**src/rtl/wb_slave_mux.sv**
```systemverilog
// Wishbone single-master to four-slave multiplexer.
// Decodes on the top address nibble, times out silent slaves, and answers unmapped addresses with an error.
module wb_slave_mux #(
    parameter int TIMEOUT_CYCLES = 255
) (
    input  logic         clk,
    input  logic         reset_n,
    input  logic [31:0]  m_adr_i,
    input  logic [31:0]  m_dat_i,
    input  logic [3:0]   m_sel_i,
    input  logic         m_we_i,
    input  logic         m_cyc_i,
    input  logic         m_stb_i,
    output logic [31:0]  m_dat_o,
    output logic         m_ack_o,
    output logic         m_err_o,
    output logic [3:0]   s_cyc_o,
    output logic [3:0]   s_stb_o,
    output logic [31:0]  s_adr_o,
    output logic [31:0]  s_dat_o,
    output logic [3:0]   s_sel_o,
    output logic         s_we_o,
    input  logic [127:0] s_dat_i,
    input  logic [3:0]   s_ack_i
);

    localparam logic [7:0] TMO_LAST = 8'(TIMEOUT_CYCLES - 1);

    typedef enum logic [1:0] {
        IDLE = 2'd0,
        BUSY = 2'd1,
        RESP = 2'd2
    } state_t;

    state_t state, state_nxt;

    logic [31:0] adr_p0;
    logic [31:0] dat_p0;
    logic [3:0]  sel_p0;
    logic        we_p0;
    logic [1:0]  idx_p0;
    logic        err_p0;
    logic [7:0]  tmo_cnt;
    logic [31:0] rdat_p0;

    logic        req;
    logic        mapped;
    logic [1:0]  idx_dec;
    logic        ack_sel;
    logic        tmo_hit;

    function automatic logic [3:0] one_hot(input logic [1:0] k);
        logic [3:0] v;
        v    = 4'b0000;
        v[k] = 1'b1;
        return v;
    endfunction

    function automatic logic [31:0] slave_rdata(input logic [127:0] d, input logic [1:0] k);
        logic [31:0] v;
        case (k)
            2'd0:    v = d[31:0];
            2'd1:    v = d[63:32];
            2'd2:    v = d[95:64];
            default: v = d[127:96];
        endcase
        return v;
    endfunction

    assign req     = m_cyc_i & m_stb_i;
    assign mapped  = (m_adr_i[31:30] == 2'b00);
    assign idx_dec = m_adr_i[29:28];
    assign ack_sel = s_ack_i[idx_p0];
    assign tmo_hit = (tmo_cnt == TMO_LAST);

    always_ff @(posedge clk or negedge reset_n) begin
        if (!reset_n) begin
            state <= IDLE;
        end else begin
            state <= state_nxt;
        end
    end

    always_comb begin
        state_nxt = state;
        case (state)
            IDLE: begin
                if (req) begin
                    state_nxt = mapped ? BUSY : RESP;
                end
            end
            BUSY: begin
                // An abort takes precedence over any ack seen in the same cycle.
                if (!m_cyc_i) begin
                    state_nxt = IDLE;
                end else if (ack_sel || tmo_hit) begin
                    state_nxt = RESP;
                end
            end
            RESP:    state_nxt = IDLE;
            default: state_nxt = IDLE;
        endcase
    end

    always_comb begin
        s_cyc_o = 4'b0000;
        s_stb_o = 4'b0000;
        s_adr_o = adr_p0;
        s_dat_o = dat_p0;
        s_sel_o = sel_p0;
        s_we_o  = we_p0;
        m_ack_o = 1'b0;
        m_err_o = 1'b0;
        m_dat_o = rdat_p0;
        case (state)
            BUSY: begin
                s_cyc_o = one_hot(idx_p0);
                s_stb_o = one_hot(idx_p0);
            end
            RESP: begin
                m_ack_o = 1'b1;
                m_err_o = err_p0;
            end
            default: ;
        endcase
    end

    // Request latch, timeout counter and response data register
    always_ff @(posedge clk or negedge reset_n) begin
        if (!reset_n) begin
            adr_p0  <= 32'h0;
            dat_p0  <= 32'h0;
            sel_p0  <= 4'h0;
            we_p0   <= 1'b0;
            idx_p0  <= 2'd0;
            err_p0  <= 1'b0;
            tmo_cnt <= 8'd0;
            rdat_p0 <= 32'h0;
        end else begin
            case (state)
                IDLE: begin
                    if (req) begin
                        adr_p0  <= m_adr_i;
                        dat_p0  <= m_dat_i;
                        sel_p0  <= m_sel_i;
                        we_p0   <= m_we_i;
                        idx_p0  <= idx_dec;
                        tmo_cnt <= 8'd0;
                        err_p0  <= !mapped;
                        if (!mapped) begin
                            rdat_p0 <= 32'h0;
                        end
                    end
                end
                BUSY: begin
                    if (m_cyc_i) begin
                        if (ack_sel) begin
                            rdat_p0 <= we_p0 ? 32'h0 : slave_rdata(s_dat_i, idx_p0);
                            err_p0  <= 1'b0;
                        end else if (tmo_hit) begin
                            rdat_p0 <= 32'h0;
                            err_p0  <= 1'b1;
                        end else begin
                            tmo_cnt <= tmo_cnt + 8'd1;
                        end
                    end
                end
                default: ;
            endcase
        end
    end

endmodule

```
**config.mk**
```make
export PLATFORM = sky130hd
export DESIGN_NAME = wb_slave_mux
export DESIGN_NICKNAME = d
export VERILOG_FILES = /design/src/rtl/wb_slave_mux.sv
export SDC_FILE = /design/constraint.sdc
export NUM_CORES = 1
export LEC_CHECK = 0
export BUFFER_PORTS_ARGS = -buffer_cell sky130_fd_sc_hd__buf_2
export CAP_MARGIN = 5
export CORE_MARGIN = 10
export CORE_UTILIZATION = 48
export CTS_CLUSTER_DIAMETER = 200
export DETAILED_ROUTE_END_ITERATION = 6
export GPL_ROUTABILITY_DRIVEN = 1
export PLACE_DENSITY_LB_ADDON = 0.2
export REMOVE_ABC_BUFFERS = 1
export SLEW_MARGIN = 20
export SYNTH_ARGS = -nofsm -noshare
export SYNTH_HDL_FRONTEND = slang
export SYNTH_SLANG_ARGS = --single-unit
```
**constraint.sdc**
```tcl
create_clock -name clk -period 5.05 [get_ports clk]
set_input_delay 0.2525 -clock clk [delete_from_list [all_inputs] [get_ports clk]]
set_output_delay 0.2525 -clock clk [all_outputs]
set_load 0.03 [all_outputs]
```
Word-level counts from Yosys, hierarchy flattened. Cells that the tools add are included.

Bitwise operators: 1. Add/sub/neg operators: 1. Muxes and demuxes: 30. Order comparisons: 2. Equality and inequality tests: 12. Reduce and logical (&&, ||, !) cells: 12.

Operator list (number): $mux 32 (6); $pmux 32 s3 (1); $pmux 32 s2 (1); $mux 8 (4); $pmux 8 s2 (1); $ne 2x2->1 const B (5); $reduce_and 5->1 (2); $add 8x1->8 const B (1); $eq 8x8->1 const B (1); $mux 1 (8); $mux 2 (4); $logic_not 2->1 (3); $ne 3x3->1 const B (2); $eq 2x1->1 const B (2); $eq 2x2->1 const B (2); $mux 4 (1); $pmux 2 s2 (1); $reduce_and 2->1 (2); $reduce_and 4->1 (1); $lt 2x3->1 const B (1); $bmux 1 s2 (1); $demux 1 s2 (1); $ge 2x1->1 const B (1); $pmux 1 s2 (1); 5 further kinds (5).

Output and inout bits: 111. Input bits: 205. Flip-flop bits (word level): 114. Word-level logic and storage cells: 67.

Depth between registers and ports, before layout. Gate-level depths: netlist of the first run.

Word-level depth: 6. Depth in mapped cells: 7. Gate-level depth less buffers: 6.

Least setup slack after synthesis of the first run. Ideal clock, no wire load.

Path type: register -> output. Start point: reg s_adr_o[29] (netlist name). End point: out s_stb_o[2]. Required time: 4.798 ns. Path buffers: 3. Cell stages (with the launch flop): 5. Setup slack: 2.493 ns. Arrival time: 2.305 ns. Cells stage by stage: dfrtp_1 -> clkbuf_1 -> clkbuf_1 -> nor3b_1 -> buf_4.

RTL lines: end: declaration (line 18) `output logic [3:0] s_stb_o,`.

Worst setup path in the final report of the first run.
Start point: reg tmo_cnt[0]. End point: reg rdat_p0[31] (netlist: m_dat_o[31]).

Cells in the longest elaborated chain, start to end: 3.

Ends and longest elaborated chain: start: declaration (line 43) `logic [7:0] tmo_cnt;`; start signal: assignment (line 164) `tmo_cnt <= tmo_cnt + 8'd1;`; $eq 8x8->1 (line 74) `assign tmo_hit = (tmo_cnt == TMO_LAST);`; $ne 3x3->1 (no line); $reduce_and 5->1 (no line); end signal: assignment (line 158) `rdat_p0 <= we_p0 ? 32'h0 : slave_rdata(s_dat_i, idx_p0);`; end: declaration (line 44) `logic [31:0] rdat_p0;`.

No other way between the ends. A chain may end at the register's enable or synchronous reset.

==> qor.log, run 1 <==
INFO  die            num_io_pins=316
INFO  route          number_of_detailed_routing_iterations_run_before_antenna_repair=4
INFO  setup_path     worstPathBufferInverterCount=2
INFO  sta            hold_violations=0
INFO  place          gp_congestion=0.845
INFO  sta            clock_period_minus_final_worst_setup_slack=2.59ns
INFO  setup_path     worst-path-max-fanout=18
INFO  global_routing grt_overflow_total=0
INFO  cells_and_area most-common-layout-cells=buf_2 (314), dfrtp_1 (111), mux2_2 (72)
INFO  setup_path     rr_endpoint=m_dat_o[31]
INFO  clock_tree     clkSinkCount=112
INFO  cells_and_area final_common_cell=buf_2
INFO  clock_tree     path_clk_slew=0.07ns
INFO  global_routing number_of_global_route_vias_before_repair=4754
INFO  route          vias=4247
INFO  setup_path     r2r_cells=7
INFO  logic_synthesis count_of_flip_flops_with_a_built_in_enable_after_synthesis=0
INFO  worst_hold_path hold_path.startpoint=m_we_i
INFO  setup_path     critical_path_class=reg2reg
INFO  logic_synthesis share_of_async_settable_or_async_resettable_flops_after_synthesis=100%
INFO  logic_synthesis ys_dominant_reg_cell=dfrtp_1
INFO  setup_path     reg2reg_setup_slack=2.46ns
INFO  die            chipHeight=128um
INFO  setup_path     cp_common_cell=a21oi_4
INFO  route          detail_route.iter0.violations=236
INFO  worst_hold_path min-delay-path-class=in2reg
INFO  die            die_area=16300um^2
INFO  run_status     run_status=finished clean
INFO  sta            timing.hold.ws=0.137ns
INFO  route          drt-total-wl=17000um
INFO  place          numPortBuffers=315
INFO  logic_synthesis synth_area_per_cell=15.1um^2
INFO  place          dp_hpwl=13900um
INFO  power_and_ir_drop p_per_area=351nW/um^2
INFO  clock_tree     clock_tree.buffer_depth=2
INFO  clock_tree     cts.htree.levels=3
INFO  setup_path     timing.critical_path.slowest_cell_delay=0.60ns
INFO  sta            rsz0062_at_grt=no
INFO  sta            achievable-frequency=386MHz
INFO  sta            final_max_slew_viol_count=0
INFO  worst_hold_path timing.hold.worst_path_depth=2
INFO  power_and_ir_drop p_leak=3.80nW
INFO  die            placement_rows=39
INFO  sta            period_share=51.3%
INFO  run            timing.max_cap.violations=0
INFO  power_and_ir_drop post-layout-total-power=0.00264W
INFO  global_routing grt.met2_usage=34.3%
INFO  cells_and_area final_net_count=880
INFO  logic_synthesis synth.yosys.warnings=0
INFO  clock_tree     tritoncts=done
INFO  logic_synthesis post_syn_area=5550um^2
INFO  setup_path     cp_data_required_time=5.28ns
INFO  clock_tree     resized_cells_post_cts=0
INFO  setup_path     worstPathCellList=inv_1 -> ha_1 -> and3_1 -> a21oi_4 -> a21oi_4 -> buf_4 -> mux2_2
INFO  die            initial_utilization=48.8%
INFO  clock_tree     cts.root.buffer_cell=clkbuf_16
INFO  global_routing number_of_antenna_violations_at_the_first_check_in_global_routing=3
INFO  sta            setup_tns=0ns
INFO  sta            setup_viol=0
INFO  logic_synthesis flops_latches_synth=112
INFO  cells_and_area area_growth_syn_to_layout=35.5%
INFO  global_routing maximum_number_of_pins_on_one_net_before_global_route_repair=67
INFO  worst_hold_path timing.hold.worst_endpoint=s_we_o
INFO  clock_tree     worstSkewPairLatency=0.34ns
INFO  die            die_width=128um
INFO  logic_synthesis yosysUniqueCellTypes=42
INFO  global_routing globalRouteMet3Util=8.73%
INFO  global_routing globalRouteTotalUtil=20.2%
INFO  sta            relative_slew_slack=46.3%
INFO  setup_path     worstReg2RegStart=tmo_cnt[0]
INFO  power_and_ir_drop vdd_drop_max=0.242mV
INFO  logic_synthesis synth_seq_area_share=50.5%
INFO  setup_path     startpoint_type_of_the_worst_setup_path=flop
INFO  setup_path     setup.worst_path.end_class=flop
INFO  global_routing met1_usage=22.5%
INFO  route          drc_errors=0
INFO  global_routing grt_pass1_wl=26100um
INFO  die            design.core.area=11400um^2
INFO  global_routing top_usage_layer=met2
INFO  setup_path     path_delay_family=compound AO/OA/AOI/OAI gates
INFO  sta            final.setup_skew=0.00646ns
INFO  cells_and_area drive_gt1_share=69.9%
INFO  setup_path     critPathArrivalTime=2.82ns
INFO  route          drt-vias-per-instance=5.17
INFO  route          drtAntennaViolNets=0
INFO  logic_synthesis post_synth_inst_count=368
INFO  sta            worst_pin_slew=0.805ns
INFO  setup_path     critPathSlowestCell=a21oi_4
INFO  route          routed_wirelength_normalized_by_instance_count=20.7um
INFO  clock_tree     cts_buffers=9
-- sequential cells by signal, summed over array words and instances (netlist names) --
register / cells
m_dat_o: 32
s_sel_o: 4
tmo_cnt: 8
err_p0: 1
s_dat_o: 32
s_we_o: 1
s_adr_o: 32
state: 2
-- kinds of logic after synthesis --
logic type	after synthesis	share of synthesized area (%)
and+or+nand+nor	64	6.90
muxes	135	36.0
DFF	112	50.5
adders and majority gates	2	0.451
AOI/OAI and AO/OA	26	3.40
buffers and inverters	29	2.75
-- power by group --
| part | switching [W] | total [W] | internal [W] |
|---|---|---|---|
| combinational | 0.000486 | 0.000859 | 0.000372 |
| sequential | 0.0000567 | 0.00107 | 0.00101 |
| clock | 0.000304 | 0.000712 | 0.000408 |
-- metal layers --
layer / wire length [um] / up-vias
met1: 6380 / 2067
met2: 8660 / 210
li1: - / 1962
met4: 116 / 0
met3: 1870 / 8
met5: 0 / -
-- worst reg2reg max path: stages (launching register included) --
cell and delay, ns:
dfrtp_1 0.43, inv_1 0.08, ha_1 0.14, and3_1 0.28, a21oi_4 0.11, a21oi_4 0.60, buf_4 0.44, mux2_2 0.39
-- layout make-up --
class	instances	area, um^2
fill	875	3840
clock inverter	3	42.5
antenna	2	5.00
sequential	112	2800
clock buffer	12	256
inverter	2	7.51
multi-input combinational	227	2600
timing repair buffer	321	1630
tap	143	179
-- cells in the mapped netlist, types with 3 or more instances --
cell | instances | share of area (%)
buf_4 | 4 | 0.54
a21oi_1 | 6 | 0.54
o21ai_0 | 3 | 0.27
clkbuf_1 | 10 | 0.68
nor2b_1 | 35 | 3.9
a21o_1 | 3 | 0.41
nand2_1 | 7 | 0.47
mux4_2 | 33 | 13
buf_6 | 3 | 0.61
buf_2 | 5 | 0.45
buf_1 | 5 | 0.34
nor2_1 | 3 | 0.20
mux2_2 | 72 | 15
mux2_4 | 29 | 7.8
dfrtp_1 | 112 | 50
-- worst max path at each step --
stage | end | depth (start not counted) | start | slack [ns]
finish | m_dat_o[31] | 7 | tmo_cnt[0] | 2.46
floorplan | m_dat_o[0] | 4 | s_adr_o[28] | 0.81
global placement | m_dat_o[1] | 7 | tmo_cnt[0] | 2.55
CTS | m_dat_o[31] | 7 | tmo_cnt[0] | 2.45
global route | m_dat_o[1] | 7 | tmo_cnt[0] | 2.33
detailed placement | m_dat_o[31] | 7 | tmo_cnt[0] | 2.49
-- what timing repair did --
action / 4_1_cts / 5_1_grt
setup buffers: 0 / 0
hold buffers: 1 / 0
endpoints found under the hold margin: 54 / 0
-- through the flow --
step                setup WS, ns  util, %  cells  instance area [um^2]
finish                      2.46     66.2    822                  7520
global route                2.33     66.2    821                  7520
CTS                         2.45     66.1    820                  7520
detailed placement          2.49     63.4    804                  7210
global placement            2.55     63.4    804                  7210
floorplan                  0.811        -    341                  5410
Note: power is estimated with default switching activity, not from simulation.
==> run 2: changes to the inputs <==
ABC_AREA = 1   (was not set)
CORE_UTILIZATION = 40   (was 48)
clock period = 2.35 ns   (was 5.05 ns; I/O delays follow)
==> qor.log, run 2 <==
INFO  setup_path     startpoint_type_of_the_worst_setup_path=flop [unchanged]
INFO  logic_synthesis ys_dominant_reg_cell=dfrtp_1 [unchanged]
INFO  clock_tree     cts_buffers=9 [unchanged]
INFO  logic_synthesis count_of_flip_flops_with_a_built_in_enable_after_synthesis=0 [unchanged]
INFO  logic_synthesis yosysUniqueCellTypes=24 [was 42]
INFO  die            num_io_pins=316 [unchanged]
INFO  setup_path     r2r_cells=9 [was 7]
INFO  place          numPortBuffers=315 [unchanged]
INFO  die            die_area=19000um^2 [was 16300 um^2]
INFO  sta            worst_slack=0.459ns [was 2.46 ns]
INFO  setup_path     cp_data_required_time=2.65ns [was 5.28 ns]
INFO  clock_tree     cts.htree.levels=3 [unchanged]
INFO  logic_synthesis yosysTopAreaCellShare=50.5% [about the same]
INFO  power_and_ir_drop p_leak=4.31nW [was 3.80 nW]
INFO  die            die_width=138um [was 128 um]
INFO  setup_path     endpoint=m_dat_o[27] [was m_dat_o[31]]
INFO  logic_synthesis synth.cells.most_frequent=nand2_1 (204), dfrtp_1 (112), mux2_2 (66) [was dfrtp_1 (112), mux2_2 (72), nor2b_1 (35)]
INFO  sta            final_max_slew_viol_count=0 [unchanged]
INFO  clock_tree     worstSkewPairLatency=0.35ns [was 0.34 ns]
INFO  route          detail_route.iter0.violations=272 [was 236]
INFO  place          dp_hpwl=14700um [was 13900 um]
INFO  power_and_ir_drop vdd_drop_max=0.870mV [was 0.242 mV]
INFO  logic_synthesis share_of_async_settable_or_async_resettable_flops_after_synthesis=100% [unchanged]
INFO  sta            final.setup_skew=0.00963ns [was 0.00646 ns]
INFO  setup_path     critical_path_class=reg2reg [unchanged]
INFO  die            design.core.area=13400um^2 [was 11400 um^2]
INFO  logic_synthesis synth.yosys.warnings=0 [unchanged]
INFO  die            chipHeight=138um [was 128 um]
INFO  clock_tree     resized_cells_post_cts=0 [unchanged]
INFO  setup_path     rr_endpoint=m_dat_o[27] [was m_dat_o[31]]
INFO  cells_and_area final_design_area_no_fill=8130um^2 [was 7520 um^2]
INFO  setup_path     worstReg2RegStart=s_adr_o[29] [was tmo_cnt[0]]
INFO  power_and_ir_drop post-layout-total-power=0.00761W [was 0.00264 W]
INFO  global_routing grt.met2_usage=37.6% [was 34.3%]
INFO  sta            timing.hold.ws=0.0101ns [was 0.137 ns]
INFO  clock_tree     tritoncts=done [unchanged]
INFO  sta            worst_pin_slew=0.569ns [was 0.805 ns]
INFO  cells_and_area drive_gt1_share=42.4% [was 69.9%]
INFO  global_routing maximum_number_of_pins_on_one_net_before_global_route_repair=52 [was 67]
INFO  logic_synthesis flops_latches_synth=112 [unchanged]
INFO  global_routing met1_usage=21.0% [was 22.5%]
INFO  clock_tree     ctsHoldBuffers=62 [was 1]
INFO  route          number_of_detailed_routing_iterations_run_before_antenna_repair=5 [was 4]
INFO  cells_and_area most-common-layout-cells=buf_2 (314), nand2_1 (204), dfrtp_1 (112) [was buf_2 (314), dfrtp_1 (111), mux2_2 (72)]
INFO  logic_synthesis post_syn_area=5550um^2 [about the same]
INFO  sta            relative_slew_slack=62.0% [was 46.3%]
INFO  route          routed_wirelength_normalized_by_instance_count=16.9um [was 20.7 um]
INFO  logic_synthesis yosysTopAreaCell=dfrtp_1 [unchanged]
INFO  global_routing top_usage_layer=met2 [unchanged]
INFO  setup_path     setup.worst_path.end_class=flop [unchanged]
INFO  power_and_ir_drop power.combinational.fraction=45.8% [was 32.5%]
INFO  worst_hold_path min-delay-path-class=in2reg [unchanged]
INFO  global_routing globalRouteTotalUtil=20.4% [was 20.2%]
INFO  clock_tree     path_clk_slew=0.08ns [was 0.07 ns]
INFO  power_and_ir_drop switching_power=0.00328W [was 0.000847 W]
INFO  logic_synthesis synth.area.top_cells=dfrtp_1 (51%), nand2_1 (14%), mux2_2 (13%), o21ai_0 (4.3%), nand3_1 (4.2%) [was dfrtp_1 (50%), mux2_2 (15%), mux4_2 (13%), mux2_4 (7.8%), nor2b_1 (3.9%)]
INFO  global_routing number_of_antenna_violations_at_the_first_check_in_global_routing=2 [was 3]
INFO  clock_tree     clock_tree.buffer_depth=2 [unchanged]
INFO  global_routing number_of_global_route_vias_before_repair=5893 [was 4754]
INFO  sta            setup_tns=0ns [unchanged]
INFO  global_routing globalRouteMet3Util=7.03% [was 8.73%]
INFO  logic_synthesis post_synth_inst_count=623 [was 368]
INFO  route          drt-vias-per-instance=4.82 [was 5.17]
INFO  place          gp_congestion=0.861 [was 0.845]
INFO  power_and_ir_drop power_frac_seq=34.8% [was 40.6%]
INFO  sta            hold_violations=0 [unchanged]
INFO  place          place_ws=0.449ns [was 2.49 ns]
INFO  setup_path     critPathArrivalTime=2.19ns [was 2.82 ns]
INFO  cells_and_area final_net_count=1189 [was 880]
INFO  cells_and_area area_growth_syn_to_layout=46.6% [was 35.5%]
INFO  setup_path     worst-path-max-fanout=32 [was 18]
INFO  sta            period_share=80.5% [was 51.3%]
INFO  power_and_ir_drop clockPowerShare=19.4% [was 27.0%]
INFO  clock_tree     cts.repair_timing.setup_buffer_count=0 [unchanged]
INFO  logic_synthesis synth_area_per_cell=8.90um^2 [was 15.1 um^2]
INFO  power_and_ir_drop p_int=0.00433W [was 0.00180 W]
INFO  sta            achievable-frequency=529MHz [was 386 MHz]
INFO  clock_tree     cts.root.buffer_cell=clkbuf_16 [unchanged]
INFO  setup_path     reg2reg_setup_slack=0.46ns [was 2.46 ns]
INFO  power_and_ir_drop p_per_area=936nW/um^2 [was 351 nW/um^2]
INFO  clock_tree     clkSinkCount=112 [unchanged]
INFO  logic_synthesis synth_seq_area_share=50.5% [about the same]
INFO  route          drtAntennaViolNets=0 [unchanged]
INFO  setup_path     worst_setup_path_startpoint=s_adr_o[29] [was tmo_cnt[0]]
INFO  run            timing.max_cap.violations=0 [unchanged]
INFO  route          drt-total-wl=19700um [was 17000 um]
INFO  logic_synthesis yosysMostFrequentCell=nand2_1 [was dfrtp_1]
INFO  worst_hold_path hold_path.startpoint=m_dat_i[31] [was m_we_i]
INFO  place          dpl_cell_area=7230um^2 [was 7210 um^2]
INFO  run_status     run_status=finished clean [unchanged]
INFO  die            placement_rows=42 [was 39]
INFO  sta            clock_period_minus_final_worst_setup_slack=1.89ns [was 2.59 ns]
INFO  global_routing grt_pass1_wl=30600um [was 26100 um]
INFO  sta            rsz0062_at_grt=no [unchanged]
INFO  global_routing grt_overflow_total=0 [unchanged]
INFO  die            initial_utilization=41.4% [was 48.8%]
INFO  power_and_ir_drop switching_share=43.1% [was 32.0%]
INFO  sta            setup_viol=0 [unchanged]
INFO  route          drc_errors=0 [unchanged]
INFO  cells_and_area final_common_cell=buf_2 [unchanged]
INFO  route          vias=5616 [was 4247]
[run 2: per-layer routing]
layer  wire [um]  share of wire [%]  up-vias
li1            -                  -     2760
met1        6870                 35     2652
met2       10900                 55      175
met3        1520                7.7       29
met4         471                2.4        0
met5           0                  0        -
[run 2: cells by family after synthesis]
group | synth area share, %
buffers and inverters | 5.10
AND/OR/NAND/NOR | 23.6
AO/OA/AOI/OAI | 6.50
XOR/XNOR | 0.474
multiplexers | 13.4
adder cells (fa/ha/maj) | 0.451
flip-flops | 50.5
[run 2: worst min path at each step]
stage / endpoint / slack [ns] / cells after the start
finish: s_dat_o[31] / 0.01 / 2
CTS: s_dat_o[31] / 0.0005 / 2
detailed placement: m_dat_o[5] / 0.10 / 1
global placement: m_dat_o[6] / 0.11 / 1
floorplan: err_p0 / -0.18 / 0
global route: s_adr_o[31] / 0.004 / 2
[run 2: stage by stage]
stage          instances  utilization (%)
2_1_floorplan        584                -
3_3_place_gp        1085             53.9
3_5_place_dp        1085             53.9
4_1_cts             1163             60.7
5_1_grt             1165             60.7
6_report            1165             60.7
[run 2: critical path, stage by stage, from the launching register on]
cell	delay [ns]
dfrtp_1	0.52
buf_4	0.30
nor2_4	0.12
buf_4	0.33
nand2_1	0.12
nand3_1	0.10
o21ai_1	0.08
nor2_1	0.11
nand2_1	0.06
nand2_1	0.08
[run 2: area by class of cell]
class                      count  area (um^2)
antenna                        2         5.00
inverter                      14         55.1
timing repair buffer         387         2300
fill                        1235         5270
multi-input combinational    458         2470
clock inverter                 6         50.0
sequential                   112         2800
clock buffer                  10          229
tap                          176          220
[run 2: power groups by stage]
stage / combinational [W] / sequential, W / clock (W)
after floorplan: 0.00124 / 0.00364 / 0
after global placement: 0.00343 / 0.00265 / 0
after detailed placement: 0.00343 / 0.00267 / 0
after CTS: 0.00352 / 0.00264 / 0.00152
after global routing: 0.00376 / 0.00271 / 0.00160
final: 0.00349 / 0.00265 / 0.00148
==> run 3: changes to the inputs <==
ABC_AREA = 0   (was 1)
clock period = 1.7 ns   (was 2.35 ns; I/O delays follow)
==> qor.log, run 3 (same netlist as run 1, synthesis figures left out) <==
INFO  place          placedCellCount=861 [was 1085]
INFO  global_routing globalRouteTotalUtil=20.0% [was 20.4%]
INFO  route          vias=4675 [was 5616]
INFO  cells_and_area filler_cell_count=978 [was 1235]
INFO  cells_and_area area_growth_syn_to_layout=58.8% [was 46.6%]
INFO  cells_and_area final_net_count=979 [was 1189]
INFO  power_and_ir_drop p_per_area=945nW/um^2 [was 936 nW/um^2]
INFO  die            chipHeight=138um [about the same]
INFO  die            design.core.area=13400um^2 [unchanged]
INFO  cells_and_area final_design_area_no_fill=8810um^2 [was 8130 um^2]
INFO  sta            achievable-frequency=528MHz [was 529 MHz]
INFO  setup_path     startpoint_type_of_the_worst_setup_path=flop [unchanged]
INFO  clock_tree     tritoncts=done [unchanged]
INFO  die            initial_utilization=41.4% [about the same]
INFO  setup_path     critPathArrivalTime=2.14ns [was 2.19 ns]
INFO  route          number_of_detailed_routing_iterations_run_before_antenna_repair=6 [was 5]
INFO  sta            worst_slack=-0.195ns [was 0.459 ns]
INFO  global_routing maximum_number_of_pins_on_one_net_before_global_route_repair=61 [was 52]
INFO  sta            relative_slew_slack=59.4% [was 62.0%]
INFO  power_and_ir_drop p_leak=4.36nW [was 4.31 nW]
INFO  die            num_io_pins=316 [unchanged]
INFO  die            die_area=19000um^2 [about the same]
INFO  run            timing.max_cap.violations=0 [unchanged]
INFO  cells_and_area drive_gt1_share=67.2% [was 42.4%]
INFO  setup_path     worst-path-max-fanout=4 [was 32]
INFO  worst_hold_path hold_path.startpoint=m_adr_i[30] [was m_dat_i[31]]
INFO  place          gp_congestion=0.849 [was 0.861]
INFO  sta            final_max_slew_viol_count=0 [unchanged]
INFO  sta            period_share=111% [was 80.5%]
INFO  setup_path     worstReg2RegStart=s_adr_o[28] [was s_adr_o[29]]
INFO  cells_and_area most-common-layout-cells=buf_2 (307), dfrtp_1 (110), mux2_2 (71) [was buf_2 (314), nand2_1 (204), dfrtp_1 (112)]
INFO  sta            worst_pin_slew=0.606ns [was 0.569 ns]
INFO  cells_and_area final_common_cell=buf_2 [unchanged]
INFO  sta            setup_viol=40 [was 0]
INFO  route          routed_wirelength_normalized_by_instance_count=20.8um [was 16.9 um]
INFO  run_status     run_status=finished with violations [was finished clean]
INFO  die            placement_rows=42 [unchanged]
INFO  place          dpl_cell_area=7520um^2 [was 7230 um^2]
INFO  place          dp_hpwl=14900um [was 14700 um]
INFO  sta            final.setup_skew=0.00706ns [was 0.00963 ns]
INFO  place          numPortBuffers=315 [unchanged]
INFO  route          detail_route.iter0.violations=178 [was 272]
INFO  route          drt-vias-per-instance=4.89 [was 4.82]
INFO  worst_hold_path min-delay-path-class=in2reg [unchanged]
INFO  cells_and_area area_taken_by_multi_input_logic_gates=2700um^2 [was 2470 um^2]
INFO  route          drc_errors=0 [unchanged]
INFO  setup_path     worst_setup_path_startpoint=s_adr_o[28] [was s_adr_o[29]]
INFO  place          place_ws=-0.184ns [was 0.449 ns]
INFO  die            die_width=138um [about the same]
INFO  global_routing number_of_global_route_vias_before_repair=5292 [was 5893]
INFO  route          drt-total-wl=19900um [was 19700 um]
INFO  run_status     violated_checks=setup timing
INFO  sta            clock_period_minus_final_worst_setup_slack=1.90ns [was 1.89 ns]
INFO  clock_tree     path_clk_slew=0.07ns [was 0.08 ns]
INFO  clock_tree     cts_buffers=9 [unchanged]
INFO  global_routing grt_overflow_total=0 [unchanged]
INFO  clock_tree     clkSinkCount=112 [unchanged]
INFO  global_routing grt_pass1_wl=29500um [was 30600 um]
INFO  power_and_ir_drop post-layout-total-power=0.00833W [was 0.00761 W]
INFO  cells_and_area layout.area.seq=2810um^2 [was 2800 um^2]
INFO  clock_tree     cts.htree.levels=3 [unchanged]
INFO  setup_path     critical_path_class=reg2reg [unchanged]
INFO  clock_tree     cts.root.buffer_cell=clkbuf_16 [unchanged]
INFO  power_and_ir_drop vdd_drop_max=0.430mV [was 0.870 mV]
INFO  setup_path     setup.worst_path.end_class=flop [unchanged]
INFO  cells_and_area instances_no_fill=956 [was 1165]
INFO  clock_tree     worstSkewPairLatency=0.34ns [was 0.35 ns]
INFO  sta            rsz0062_at_grt=yes [was no]
INFO  clock_tree     clock_tree.buffer_depth=2 [unchanged]
INFO  sta            hold_violations=0 [unchanged]
INFO  route          drtAntennaViolNets=0 [unchanged]
INFO  global_routing number_of_antenna_violations_at_the_first_check_in_global_routing=5 [was 2]
INFO  setup_path     cp_data_required_time=1.94ns [was 2.65 ns]
-- run 3: power by group --
part	switching [W]	total, W	internal (W)	leakage (nW)
sequential	0.000190	0.00320	0.00301	1.40
combinational	0.00157	0.00300	0.00142	2.81
clock	0.000967	0.00213	0.00116	0.144
total	0.00273	0.00833	0.00560	4.36
-- run 3: area by class of cell --
| type | count | area share, % |
|---|---|---|
| Multi-Input combinational cell | 227 | 30.6 |
| Antenna cell | 3 | 0.0852 |
| Inverter | 2 | 0.0852 |
| Clock inverter | 7 | 0.894 |
| Tap cell | 176 | 2.50 |
| Sequential cell | 112 | 31.8 |
| Clock buffer | 9 | 2.56 |
| Timing Repair Buffer | 420 | 31.5 |
-- run 3: metal layers --
| metal | routed length [um] | part of all wire [%] | global-route usage (%) | vias to the layer above |
|---|---|---|---|---|
| li1 | - | - | - | 2167 |
| met1 | 7380 | 37 | 22.5 | 2257 |
| met2 | 9980 | 50 | 34.6 | 228 |
| met3 | 2220 | 11 | 8.30 | 19 |
| met4 | 230 | 1.2 | 4.69 | 4 |
| met5 | 38 | 0.19 | 0 | - |
-- run 3: stage by stage --
| step | hold slack (ns) | setup TNS [ns] | util [%] |
|---|---|---|---|
| floorplan | -0.211 | -198.76 | - |
| global placement | 0.0739 | -3.56 | 56.1 |
| detailed placement | 0.0725 | -5.02 | 56.1 |
| CTS | 0.00177 | -4.22 | 64.9 |
| global route | 0.0143 | -6.17 | 65.8 |
| finish | 0.0150 | -4.08 | 65.8 |
-- run 3: worst paths after layout --
| path | end | slack, ns | depth (start not counted) |
|---|---|---|---|
| max reg2reg | tmo_cnt[3] | -0.20 | 6 |
| max in group asynchronous | state[0] | 0.85 | 3 |
| min | s_adr_o[30] | 0.02 | 2 |
| min reg2reg | s_dat_o[9] | 0.50 | 1 |
| min in group asynchronous | s_adr_o[18] | 0.24 | 2 |
| max | tmo_cnt[3] | -0.20 | 6 |
-- run 3: critical path: stages (launching register included) --
cell	delay (ns)
dfrtp_2	0.37
mux4_2	0.55
buf_6	0.16
a211o_1	0.27
buf_4	0.15
buf_6	0.12
o31ai_2	0.18
-- run 3: timing repair --
item,in CTS,in global routing
endpoints found under the hold margin,94,1
resized for setup,29,19
hold buffers,65,1
gates cloned,3,1
setup endpoints to repair,46,47
pin swaps,4,3
setup buffers,6,0
